--- src/rtl/led_pwm_pkg.sv ---
// Shared types and register map for the LED/PWM PIO peripheral.
package led_pwm_pkg;

    typedef enum logic [1:0] {
        ModeOff   = 2'b00,
        ModeOn    = 2'b01,
        ModeBlink = 2'b10,
        ModePwm   = 2'b11
    } led_mode_t;

    localparam int unsigned RegCtrl   = 0;
    localparam int unsigned RegPresc  = 1;
    localparam int unsigned RegOut    = 2;
    localparam int unsigned RegFrame  = 3;
    localparam int unsigned RegChBase = 4;

    localparam int unsigned CtrlEnableBit = 0;
    localparam int unsigned CtrlInvertBit = 1;

endpackage

--- src/rtl/led_pwm_channel.sv ---
// One LED channel: mode decode, PWM compare and blink phase tracking.
module led_pwm_channel
    import led_pwm_pkg::*;
#(
    parameter int unsigned PwmBits = 8
) (
    input  logic               clk_i,
    input  logic               rst_ni,
    input  led_mode_t          mode_i,
    input  logic [PwmBits-1:0] duty_i,
    input  logic [15:0]        period_i,
    input  logic [PwmBits-1:0] pwm_cnt_i,
    input  logic               frame_i,
    input  logic               clear_i,
    input  logic               load_i,
    input  logic               enable_i,
    output logic               raw_o
);

    logic [15:0] blink_cnt_q, blink_cnt_d;
    logic        phase_q, phase_d;
    logic [15:0] last_cnt;

    always_comb begin
        last_cnt    = (period_i == 16'd0) ? 16'd0 : period_i - 16'd1;
        blink_cnt_d = blink_cnt_q;
        phase_d     = phase_q;
        if (clear_i) begin
            blink_cnt_d = 16'd0;
            phase_d     = 1'b0;
        end else if (load_i) begin
            // A fresh configuration restarts the blink in its on half.
            blink_cnt_d = 16'd0;
            phase_d     = 1'b1;
        end else if (enable_i && frame_i) begin
            if (blink_cnt_q >= last_cnt) begin
                blink_cnt_d = 16'd0;
                phase_d     = ~phase_q;
            end else begin
                blink_cnt_d = blink_cnt_q + 16'd1;
            end
        end
    end

    always_ff @(posedge clk_i or negedge rst_ni) begin
        if (!rst_ni) begin
            blink_cnt_q <= 16'd0;
            phase_q     <= 1'b0;
        end else begin
            blink_cnt_q <= blink_cnt_d;
            phase_q     <= phase_d;
        end
    end

    always_comb begin
        raw_o = 1'b0;
        unique case (mode_i)
            ModeOff:   raw_o = 1'b0;
            ModeOn:    raw_o = 1'b1;
            ModeBlink: raw_o = phase_q;
            ModePwm:   raw_o = (pwm_cnt_i < duty_i);
            default:   raw_o = 1'b0;
        endcase
    end

endmodule

--- src/rtl/led_pwm_pio.sv ---
// Avalon-MM LED peripheral: register file, prescaled timebase, N_CH channels, output flop.
module led_pwm_pio
    import led_pwm_pkg::*;
#(
    parameter  int unsigned N_CH       = 8,
    parameter  int unsigned PWM_BITS   = 8,
    parameter  int unsigned PRESC_BITS = 16,
    localparam int unsigned ADDR_W     = $clog2(4 + N_CH)
) (
    input  logic              clk_clk,
    input  logic              reset_reset_n,
    input  logic [ADDR_W-1:0] avs_address,
    input  logic              avs_read,
    input  logic              avs_write,
    input  logic [31:0]       avs_writedata,
    output logic [31:0]       avs_readdata,
    output logic [N_CH-1:0]   leds_export
);

    logic [1:0]            ctrl_q, ctrl_d;
    logic [PRESC_BITS-1:0] presc_q, presc_d;
    logic [PRESC_BITS-1:0] presc_cnt_q, presc_cnt_d;
    logic [PWM_BITS-1:0]   pwm_cnt_q, pwm_cnt_d;
    logic [15:0]           frame_cnt_q, frame_cnt_d;
    logic [N_CH-1:0]       leds_q, leds_d;
    logic [31:0]           rdata_q, rdata_d, rd_mux;

    led_mode_t             mode_q   [N_CH];
    logic [PWM_BITS-1:0]   duty_q   [N_CH];
    logic [15:0]           period_q [N_CH];

    logic                  wr_ctrl, wr_presc, clear, enable, tick, frame;
    logic [N_CH-1:0]       ch_wr, raw;
    logic                  unused_wdata;

    assign unused_wdata = ^avs_writedata;

    always_comb begin
        wr_ctrl  = avs_write && (avs_address == ADDR_W'(RegCtrl));
        wr_presc = avs_write && (avs_address == ADDR_W'(RegPresc));
        for (int k = 0; k < N_CH; k++) begin
            ch_wr[k] = avs_write && (avs_address == ADDR_W'(RegChBase + k));
        end
    end

    assign enable = ctrl_q[CtrlEnableBit];
    // Disabling wipes the timebase and every channel's blink state on the write edge.
    assign clear  = wr_ctrl && !avs_writedata[CtrlEnableBit];
    assign tick   = enable && (presc_cnt_q == '0);
    assign frame  = tick && (pwm_cnt_q == '1);

    always_comb begin
        ctrl_d  = wr_ctrl ? avs_writedata[1:0] : ctrl_q;
        presc_d = wr_presc ? avs_writedata[PRESC_BITS-1:0] : presc_q;

        presc_cnt_d = presc_cnt_q - PRESC_BITS'(1);
        if (wr_presc) begin
            presc_cnt_d = avs_writedata[PRESC_BITS-1:0];
        end else if (!enable || clear || tick) begin
            presc_cnt_d = presc_q;
        end

        pwm_cnt_d   = pwm_cnt_q;
        frame_cnt_d = frame_cnt_q;
        if (clear) begin
            pwm_cnt_d   = '0;
            frame_cnt_d = 16'd0;
        end else if (tick) begin
            pwm_cnt_d = pwm_cnt_q + PWM_BITS'(1);
            if (frame) begin
                frame_cnt_d = frame_cnt_q + 16'd1;
            end
        end
    end

    always_ff @(posedge clk_clk or negedge reset_reset_n) begin
        if (!reset_reset_n) begin
            ctrl_q      <= 2'b00;
            presc_q     <= '0;
            presc_cnt_q <= '0;
            pwm_cnt_q   <= '0;
            frame_cnt_q <= 16'd0;
        end else begin
            ctrl_q      <= ctrl_d;
            presc_q     <= presc_d;
            presc_cnt_q <= presc_cnt_d;
            pwm_cnt_q   <= pwm_cnt_d;
            frame_cnt_q <= frame_cnt_d;
        end
    end

    always_ff @(posedge clk_clk or negedge reset_reset_n) begin
        if (!reset_reset_n) begin
            for (int k = 0; k < N_CH; k++) begin
                mode_q[k]   <= ModeOff;
                duty_q[k]   <= '0;
                period_q[k] <= 16'd0;
            end
        end else begin
            for (int k = 0; k < N_CH; k++) begin
                if (ch_wr[k]) begin
                    mode_q[k]   <= led_mode_t'(avs_writedata[1:0]);
                    duty_q[k]   <= avs_writedata[8 +: PWM_BITS];
                    period_q[k] <= avs_writedata[31:16];
                end
            end
        end
    end

    for (genvar k = 0; k < N_CH; k++) begin : g_ch
        led_pwm_channel #(
            .PwmBits (PWM_BITS)
        ) u_ch (
            .clk_i     (clk_clk),
            .rst_ni    (reset_reset_n),
            .mode_i    (mode_q[k]),
            .duty_i    (duty_q[k]),
            .period_i  (period_q[k]),
            .pwm_cnt_i (pwm_cnt_q),
            .frame_i   (frame),
            .clear_i   (clear),
            .load_i    (ch_wr[k]),
            .enable_i  (enable),
            .raw_o     (raw[k])
        );
    end

    always_comb begin
        for (int k = 0; k < N_CH; k++) begin
            leds_d[k] = (enable & raw[k]) ^ ctrl_q[CtrlInvertBit];
        end
    end

    // Mux sees pre-edge register values, so a same-cycle write reads back the old value.
    always_comb begin
        rd_mux = 32'd0;
        if (avs_address == ADDR_W'(RegCtrl)) begin
            rd_mux = 32'(ctrl_q);
        end else if (avs_address == ADDR_W'(RegPresc)) begin
            rd_mux = 32'(presc_q);
        end else if (avs_address == ADDR_W'(RegOut)) begin
            rd_mux = 32'(leds_q);
        end else if (avs_address == ADDR_W'(RegFrame)) begin
            rd_mux = {frame_cnt_q, 16'(pwm_cnt_q)};
        end
        for (int k = 0; k < N_CH; k++) begin
            if (avs_address == ADDR_W'(RegChBase + k)) begin
                rd_mux = {period_q[k], 8'(duty_q[k]), 6'd0, mode_q[k]};
            end
        end
        rdata_d = avs_read ? rd_mux : rdata_q;
    end

    always_ff @(posedge clk_clk or negedge reset_reset_n) begin
        if (!reset_reset_n) begin
            leds_q  <= '0;
            rdata_q <= 32'd0;
        end else begin
            leds_q  <= leds_d;
            rdata_q <= rdata_d;
        end
    end

    assign leds_export  = leds_q;
    assign avs_readdata = rdata_q;

endmodule

--- config.mk ---
export PLATFORM = sky130hd
export DESIGN_NAME = led_pwm_pio
export DESIGN_NICKNAME = d
export VERILOG_FILES = /design/src/rtl/led_pwm_pkg.sv /design/src/rtl/led_pwm_channel.sv /design/src/rtl/led_pwm_pio.sv
export SDC_FILE = /design/constraint.sdc
export NUM_CORES = 1
export LEC_CHECK = 0
export CAP_MARGIN = 30
export CELL_PAD_IN_SITES_DETAIL_PLACEMENT = 1
export CELL_PAD_IN_SITES_GLOBAL_PLACEMENT = 2
export CORE_MARGIN = 3
export CORE_UTILIZATION = 36
export DETAILED_ROUTE_END_ITERATION = 7
export GPL_TIMING_DRIVEN = 0
export PLACE_DENSITY = 0.81
export SYNTH_ARGS = -nofsm -noshare
export SYNTH_HDL_FRONTEND = slang
export SYNTH_SLANG_ARGS = --single-unit
export TNS_END_PERCENT = 10
--- constraint.sdc ---
create_clock -name clk_clk -period 4 [get_ports clk_clk]
set_clock_uncertainty 0.15 [all_clocks]
set_input_delay 0.8 -clock clk_clk [delete_from_list [all_inputs] [get_ports clk_clk]]
set_output_delay 0.8 -clock clk_clk [all_outputs]
set_load 0.02 [all_outputs]
==> out/metrics.yaml, run 1 <==
cts_root_buf: "clkbuf_16"
yosys.cell_count.top_type: "nand2_1"
die_h_um: 287.7
final_cell_area_mm2: 0.03453
wl_per_cell_um: 25.29
grt_usage: 0.2665
power_mw: 17.81
synthArstFlopShare: 1.000
synthCells: 3158
place_congestion: 0.9215
synth_enable_flop_cells: 0
fin_crit_ps: 4256
crit_arrival_ps: 4640
fin_nets: 3618
fin_ws_ps: -255.6
grt_pass1_vias: 27646
crit_type: "register to register"
relSlewSlack: 0.2746
vias_per_cell: 5.944
antenna_found_initial: 3
min_period_over_period: 1.064
tightest_slew_ps: 1080
dp.cells: 4279
yosys_most_used_dff: "dfrtp_1"
cp_max_fo: 7
dieArea_mm2: 0.08276
drtIter0Drc: 2046
cp_cell_sequence: "or3_4, or3_4, or4_4, nor4_4, xor2_2, nand2_4, ha_4, a21oi_2, a21oi_1, or4b_4, a221oi_4, buf_12, or3b_4, mux2i_1"
leakagePower_nw: 15.21
area_growth_pct: 20.89
fmax_mhz: 235.0
ios: 80
cp_slowest_stage_delay_ps: 530
final.fill_count: 8829
grt.busiest_layer: "met2"
ys_ff_latch: 442
maxCapViolCount: 0
ys_types: 82
syn-num-nets: 3409
grt_use_met3: 0.03998
io_buffer_count: 68
p_per_area_mw_per_mm2: 515.7
grt_use_met1: 0.3618
hpwl_mm: 82.54
post-route-drc-count: 0
setup_viol: 67
drive_gt1_frac: 0.1675
start_kind: "register"
grt_pass1_wl_mm: 170.0
antenna_cells: 0
grt_max_degree: 119
required_ps: 4390
worstSkewPairLatency_ps: 630
coreArea_mm2: 0.07798
synth_common_cells: "nand2_1, dfrtp_1, ha_1"
critPathSlowestCell: "or4b_4"
drt_wl_total_mm: 112.5
final_cells: 4448
clk_pin_slew_ps: 60
numClockSinks: 442
htree_levels: 2
chipWidth_um: 287.7
synthesis.yosys.warnings: 0
globalRouteMet2Util: 0.4296
ys_seq_area_frac: 0.3872
status: "finished with violations"
netlist.area_leader.share: 0.3872
violations: "negative setup slack"
first_pass_iters: 8
start_util: 0.3663
reg2reg_setup_slack_ps: -260
cts_buffers: 53
grt_remaining_overflow: 0
synth_area_leaders: "dfrtp_1, ha_1, nand2_1"
ir_drop_uv: 323.7
worstHoldPathType: "register to register"
setup_tns_ps: -7685
placed_area_mm2: 0.03095
cts_tree: "done"
netlist_area_mm2: 0.02856
rsz0062_at_grt: "yes"
drv_slew: 0
yosysTopAreaCell: "dfrtp_1"
cpMostUsedCell: "or3_4"
antenna_left: 0
rows: 102
cts.path.max_buffers: 3
vias: 26440
finalHoldViolCount: 0
avgSynthCellArea_um2: 9.045
cp-end-kind: "register"
-- sequential cells by signal (all words and copies together), names as in the netlist, 16 cells and up --
register,cells
g_ch.u_ch.blink_cnt_q,128
avs_readdata,32
duty_q,64
mode_q,16
presc_q,16
frame_cnt_q,16
period_q,128
presc_cnt_q,16
-- cell families after synthesis --
logic type	synth area share
AOI/OAI and AO/OA	0.1534
xor gates and xnor gates	0.04231
adders and majority gates	0.09243
buffers and inverters	0.03846
DFF	0.3872
muxes	0.07017
and+or+nand+nor	0.2160
-- critical path: cells and delay by family (launching register included) --
| kind | cells | cell delay [ps] |
|---|---|---|
| multiplexers | 1 | 160 |
| AND/OR/NAND/NOR | 7 | 2400 |
| flip-flops | 1 | 390 |
| AO/OA/AOI/OAI | 3 | 420 |
| buffers and inverters | 1 | 170 |
| adder cells (fa/ha/maj) | 1 | 230 |
| XOR/XNOR | 1 | 240 |
-- cell usage in the layout (no fill, tap or decap), types with 29 or more instances in the layout --
cell type        count
dfrtp_1            425
and3_1              49
a22o_1              39
a31oi_1             46
nand4_1             52
inv_1              138
xor2_1              85
buf_4               67
ha_1               199
a21o_1              30
a21oi_1             64
clkbuf_1            92
o21ai_0            124
clkdlybuf4s50_1     67
nor3_1              64
mux2_2             139
nand2_1            521
and2_1              29
nand2b_1            32
xnor2_1             52
clkbuf_16           56
nand3_1            129
a22oi_1             40
nor2_1             189
-- final timing paths --
kind                                                           from                                       end  depth (start not counted)
max reg2reg                                period_q[99]$_DFFE_PN0P_  g_ch[1].u_ch.blink_cnt_q[14]$_DFFE_PN0P_                         14
max in group asynchronous                             reset_reset_n  g_ch[6].u_ch.blink_cnt_q[13]$_DFFE_PN0P_                          4
min                        g_ch[1].u_ch.blink_cnt_q[15]$_DFFE_PN0P_  g_ch[1].u_ch.blink_cnt_q[15]$_DFFE_PN0P_                          1
min in group asynchronous                             reset_reset_n   g_ch[0].u_ch.blink_cnt_q[9]$_DFFE_PN0P_                          2
max                                        period_q[99]$_DFFE_PN0P_  g_ch[1].u_ch.blink_cnt_q[14]$_DFFE_PN0P_                         14
min reg2reg                g_ch[1].u_ch.blink_cnt_q[15]$_DFFE_PN0P_  g_ch[1].u_ch.blink_cnt_q[15]$_DFFE_PN0P_                          1
-- metal layers --
| layer | wire [um] | vias to the layer above |
|---|---|---|
| li1 | - | 11867 |
| met1 | 49150 | 13608 |
| met2 | 51880 | 758 |
| met3 | 6854 | 205 |
| met4 | 4583 | 2 |
| met5 | 12 | - |
-- stage by stage --
stage / worst slack [ps] / hold WS, ps / util
3_5_place_dp: -1387 / 330.6 / 0.3969
6_report: -255.6 / 346.4 / 0.4428
4_1_cts: -190.7 / 328.3 / 0.4330
3_3_place_gp: -18460 / 329.7 / 0.3939
5_1_grt: -460.1 / 365.5 / 0.4428
2_1_floorplan: -159.3 / 306.9 / -
-- cell type report --
cell class | count | area, um2 | share of cell area
Multi-Input combinational cell | 2432 | 17460 | 0.5057
Clock buffer | 75 | 1530 | 0.04432
Buffer | 142 | 714.4 | 0.02069
Timing Repair Buffer | 158 | 1575 | 0.04562
Clock inverter | 21 | 346.6 | 0.01004
Sequential cell | 442 | 11080 | 0.3209
Tap cell | 1040 | 1301 | 0.03769
Inverter | 138 | 518.0 | 0.01500
-- report_power, final --
part | total (mW) | internal, mW | switching, mW
registers | 6.68 | 5.34 | 1.34
clock network | 5.32 | 3.18 | 2.13
logic | 5.81 | 2.61 | 3.20
-- timing repair --
action,CTS,global route
setup buffers,50,21
gates cloned,1,3
resized for setup,138,142
hold endpoints to repair,47,0
hold buffers,1,0
pin swaps,41,42
endpoints found under the setup margin,196,176
Note: power is estimated with default switching activity, not from simulation.
==> inputs of run 2 (changes only) <==
- CORE_MARGIN: 3 -> 8
- SETUP_SLACK_MARGIN: unset -> 0.2
- clock period: 4 -> 3.8 ns (I/O delays scaled with it)
==> run 2 against run 1 <==
Compared with the run above: the flow still finishes with violations (negative setup slack); critical path depth did not move; combinational power rose by 13%; sequential share of layout area fell by 1.3 points; sequential cell count did not move; non-clock buffer count rose by 36; total power rose by 11%; cell count rose by 1.3%; core utilization rose by 1.4 points; register-to-register slack got worse by 230 ps; count of clock-buffer cells in the layout rose by 2; global-route usage fell by 1.5 points.
==> out/metrics.yaml, run 2 (synthesized netlist as in run 1, its figures left out) <==
vias_per_cell: 5.962  # was 5.944
final.fill_count: 8784  # was 8829
ir_drop_uv: 380.3  # was 323.7 uV
chipWidth_um: 297.7  # was 287.7 um
start_kind: "register"  # unchanged
worstSkewPairLatency_ps: 640  # was 630 ps
io_buffer_count: 68  # unchanged
fmax_mhz: 233.3  # was 235.0 MHz
tightest_slew_ps: 1005  # was 1080 ps
cts_root_buf: "clkbuf_16"  # unchanged
rows: 103  # was 102
finalHoldViolCount: 0  # unchanged
critPathSlowestCell: "or4b_4"  # unchanged
top_regs: "g_ch.u_ch.blink_cnt_q (128), period_q (128), duty_q (64)"  # unchanged
required_ps: 4200  # was 4390 ps
area_growth_pct: 25.98  # was 20.89%
drv_slew: 0  # unchanged
start_util: 0.3628  # was 0.3663
coreArea_mm2: 0.07874  # was 0.07798 mm2
min_period_over_period: 1.128  # was 1.064
utilization: 0.4570  # was 0.4428
antenna_found_initial: 7  # was 3
die_h_um: 297.7  # was 287.7 um
place_ws_ps: -1621  # was -1387 ps
grt_max_degree: 112  # was 119
seq_area_mm2: 0.01109  # was 0.01108 mm2
fin_crit_ps: 4287  # was 4256 ps
relSlewSlack: 0.3300  # was 0.2746
grt_remaining_overflow: 0  # unchanged
r2r_cells: 14  # unchanged
maxCapViolCount: 0  # unchanged
worst_hold_slack_ps: 334.5  # was 346.4 ps
drive_gt1_frac: 0.2105  # was 0.1675
cts_buffers: 56  # was 53
drt_wl_total_mm: 116.0  # was 112.5 mm
hpwl_mm: 83.65  # was 82.54 mm
status: "finished with violations"  # unchanged
place_congestion: 0.9281  # was 0.9215
setup_viol: 111  # was 67
multi_input_area_mm2: 0.01818  # was 0.01746 mm2
crit_arrival_ps: 4690  # was 4640 ps
fin_nets: 3658  # was 3618
wl_per_cell_um: 25.76  # was 25.29 um
final_cell_mix: "nand2_1, dfrtp_1, ha_1"  # unchanged
crit_type: "register to register"  # unchanged
reg2reg_setup_slack_ps: -490  # was -260 ps
grt_usage: 0.2516  # was 0.2665
vias: 26861  # was 26440
cts_tree: "done"  # unchanged
post-route-drc-count: 0  # unchanged
cts.path.max_buffers: 3  # unchanged
first_pass_iters: 6  # was 8
critPathTopFamily: "simple AND/OR/NAND/NOR gates"  # unchanged
rsz0062_at_grt: "yes"  # unchanged
violations: "negative setup slack"  # unchanged
dieArea_mm2: 0.08861  # was 0.08276 mm2
numClockSinks: 442  # unchanged
r2r-start: "period_q[99]$_DFFE_PN0P_"  # unchanged
grt_pass1_wl_mm: 175.6  # was 170.0 mm
htree_levels: 2  # unchanged
regToRegEndpoint: "g_ch[1].u_ch.blink_cnt_q[14]$_DFFE_PN0P_"  # unchanged
antenna_left: 0  # unchanged
p_per_area_mw_per_mm2: 551.5  # was 515.7 mW/mm2
grt_pass1_vias: 28186  # was 27646
path_depth: 14  # unchanged
cp_num_buf_inv: 1  # unchanged
cp_max_fo: 5  # was 7
crit_start: "period_q[99]$_DFFE_PN0P_"  # unchanged
fin_ws_ps: -486.7  # was -255.6 ps
cp-endpoint: "g_ch[1].u_ch.blink_cnt_q[14]$_DFFE_PN0P_"  # unchanged
layout_commonest_cell: "nand2_1"  # unchanged
cp_cell_sequence: "or3_4, or3_4, or4_4, nor4_4, xor2_2, nand2_4, ha_4, a21oi_2, a21oi_2, or4b_4, a221oi_4, buf_6, or3b_4, mux2i_1"  # was or3_4, or3_4, or4_4, nor4_4, xor2_2, nand2_4, ha_4, a21oi_2, a21oi_1, or4b_4, a221oi_4, buf_12, or3b_4, mux2i_1
ios: 80  # unchanged
worstHoldPathType: "input port to register"  # was register to register
clk_pin_slew_ps: 60  # about the same
cp_slowest_stage_delay_ps: 530  # about the same
cp-end-kind: "register"  # unchanged
leakagePower_nw: 15.73  # was 15.21 nW
drtIter0Drc: 2077  # was 2046
run 2: cell count changes in the layout (fill, tap and decap cells not counted), moves of 8 or more:
cell | before | now
a2111oi_0 | 13 | 5
dfrtp_2 | 17 | 27
ha_4 | 12 | 22
o21ai_2 | 6 | 17
o21ai_0 | 124 | 107
nand2_1 | 521 | 509
ha_1 | 199 | 189
dfrtp_1 | 425 | 415
buf_4 | 67 | 84
clkbuf_1 | 92 | 83
run 2: metal layers:
layer / wire length, um / up-vias / track usage
li1: - / 11961 / -
met1: 50740 / 13853 / 0.3390
met2: 54020 / 823 / 0.4102
met3: 6831 / 224 / 0.03510
met4: 4451 / 0 / 0.09188
met5: 0 / - / 0
run 2: area by class of cell:
class | count | share of cell area
Clock buffer | 77 | 0.04450
Tap cell | 1050 | 0.03651
Inverter | 138 | 0.01439
Multi-Input combinational cell | 2433 | 0.5051
Clock inverter | 28 | 0.01419
Buffer | 146 | 0.02333
Antenna cell | 1 | 0.00006954
Timing Repair Buffer | 190 | 0.05358
Sequential cell | 442 | 0.3083
run 2: metrics by stage:
step	power [mW]	instance area, um2	TNS [ps]	std cells
floorplan	10.28	28810	-11950	3158
global placement	12.17	30800	-8544140	4276
detailed placement	12.51	31030	-255460	4287
CTS	19.43	35050	-20660	4473
global route	20.86	35980	-43990	4504
finish	19.85	35990	-26470	4505
run 2: how the worst min path moves through the flow:
stage | slack, ps | endpoint | depth (start not counted) | from
detailed placement | 350 | g_ch[1].u_ch.blink_cnt_q[15]$_DFFE_PN0P_ | 1 | g_ch[1].u_ch.blink_cnt_q[15]$_DFFE_PN0P_
CTS | 290 | duty_q[0]$_DFFE_PN0P_ | 3 | avs_writedata[8]
global route | 330 | duty_q[8]$_DFFE_PN0P_ | 3 | avs_writedata[8]
global placement | 330 | g_ch[1].u_ch.blink_cnt_q[15]$_DFFE_PN0P_ | 1 | g_ch[1].u_ch.blink_cnt_q[15]$_DFFE_PN0P_
finish | 330 | duty_q[0]$_DFFE_PN0P_ | 3 | avs_writedata[8]
floorplan | 310 | avs_readdata[0]$_DFFE_PN0P_ | 0 | reset_reset_n
run 2: what timing repair did:
item,in CTS,in global routing
resized for setup,303,157
endpoints found under the hold margin,17,0
gates cloned,4,2
setup buffers,76,29
endpoints found under the setup margin,242,196
hold buffers,1,0
pin swaps,112,48
run 2: worst register-to-register path, cell delays in order (launching register included):
cell,delay [ps]
dfrtp_2,420
or3_4,400
or3_4,340
or4_4,490
nor4_4,220
xor2_2,240
nand2_4,80
ha_4,220
a21oi_2,160
a21oi_2,80
or4b_4,530
a221oi_4,240
buf_6,170
or3b_4,370
mux2i_1,120
run 2: power breakdown:
| part | switching, mW | leakage, nW | internal, mW |
|---|---|---|---|
| clock network | 2.34 | 1.02 | 3.84 |
| registers | 1.47 | 5.47 | 5.63 |
| logic | 3.59 | 9.24 | 2.98 |
| total | 7.40 | 15.7 | 12.4 |
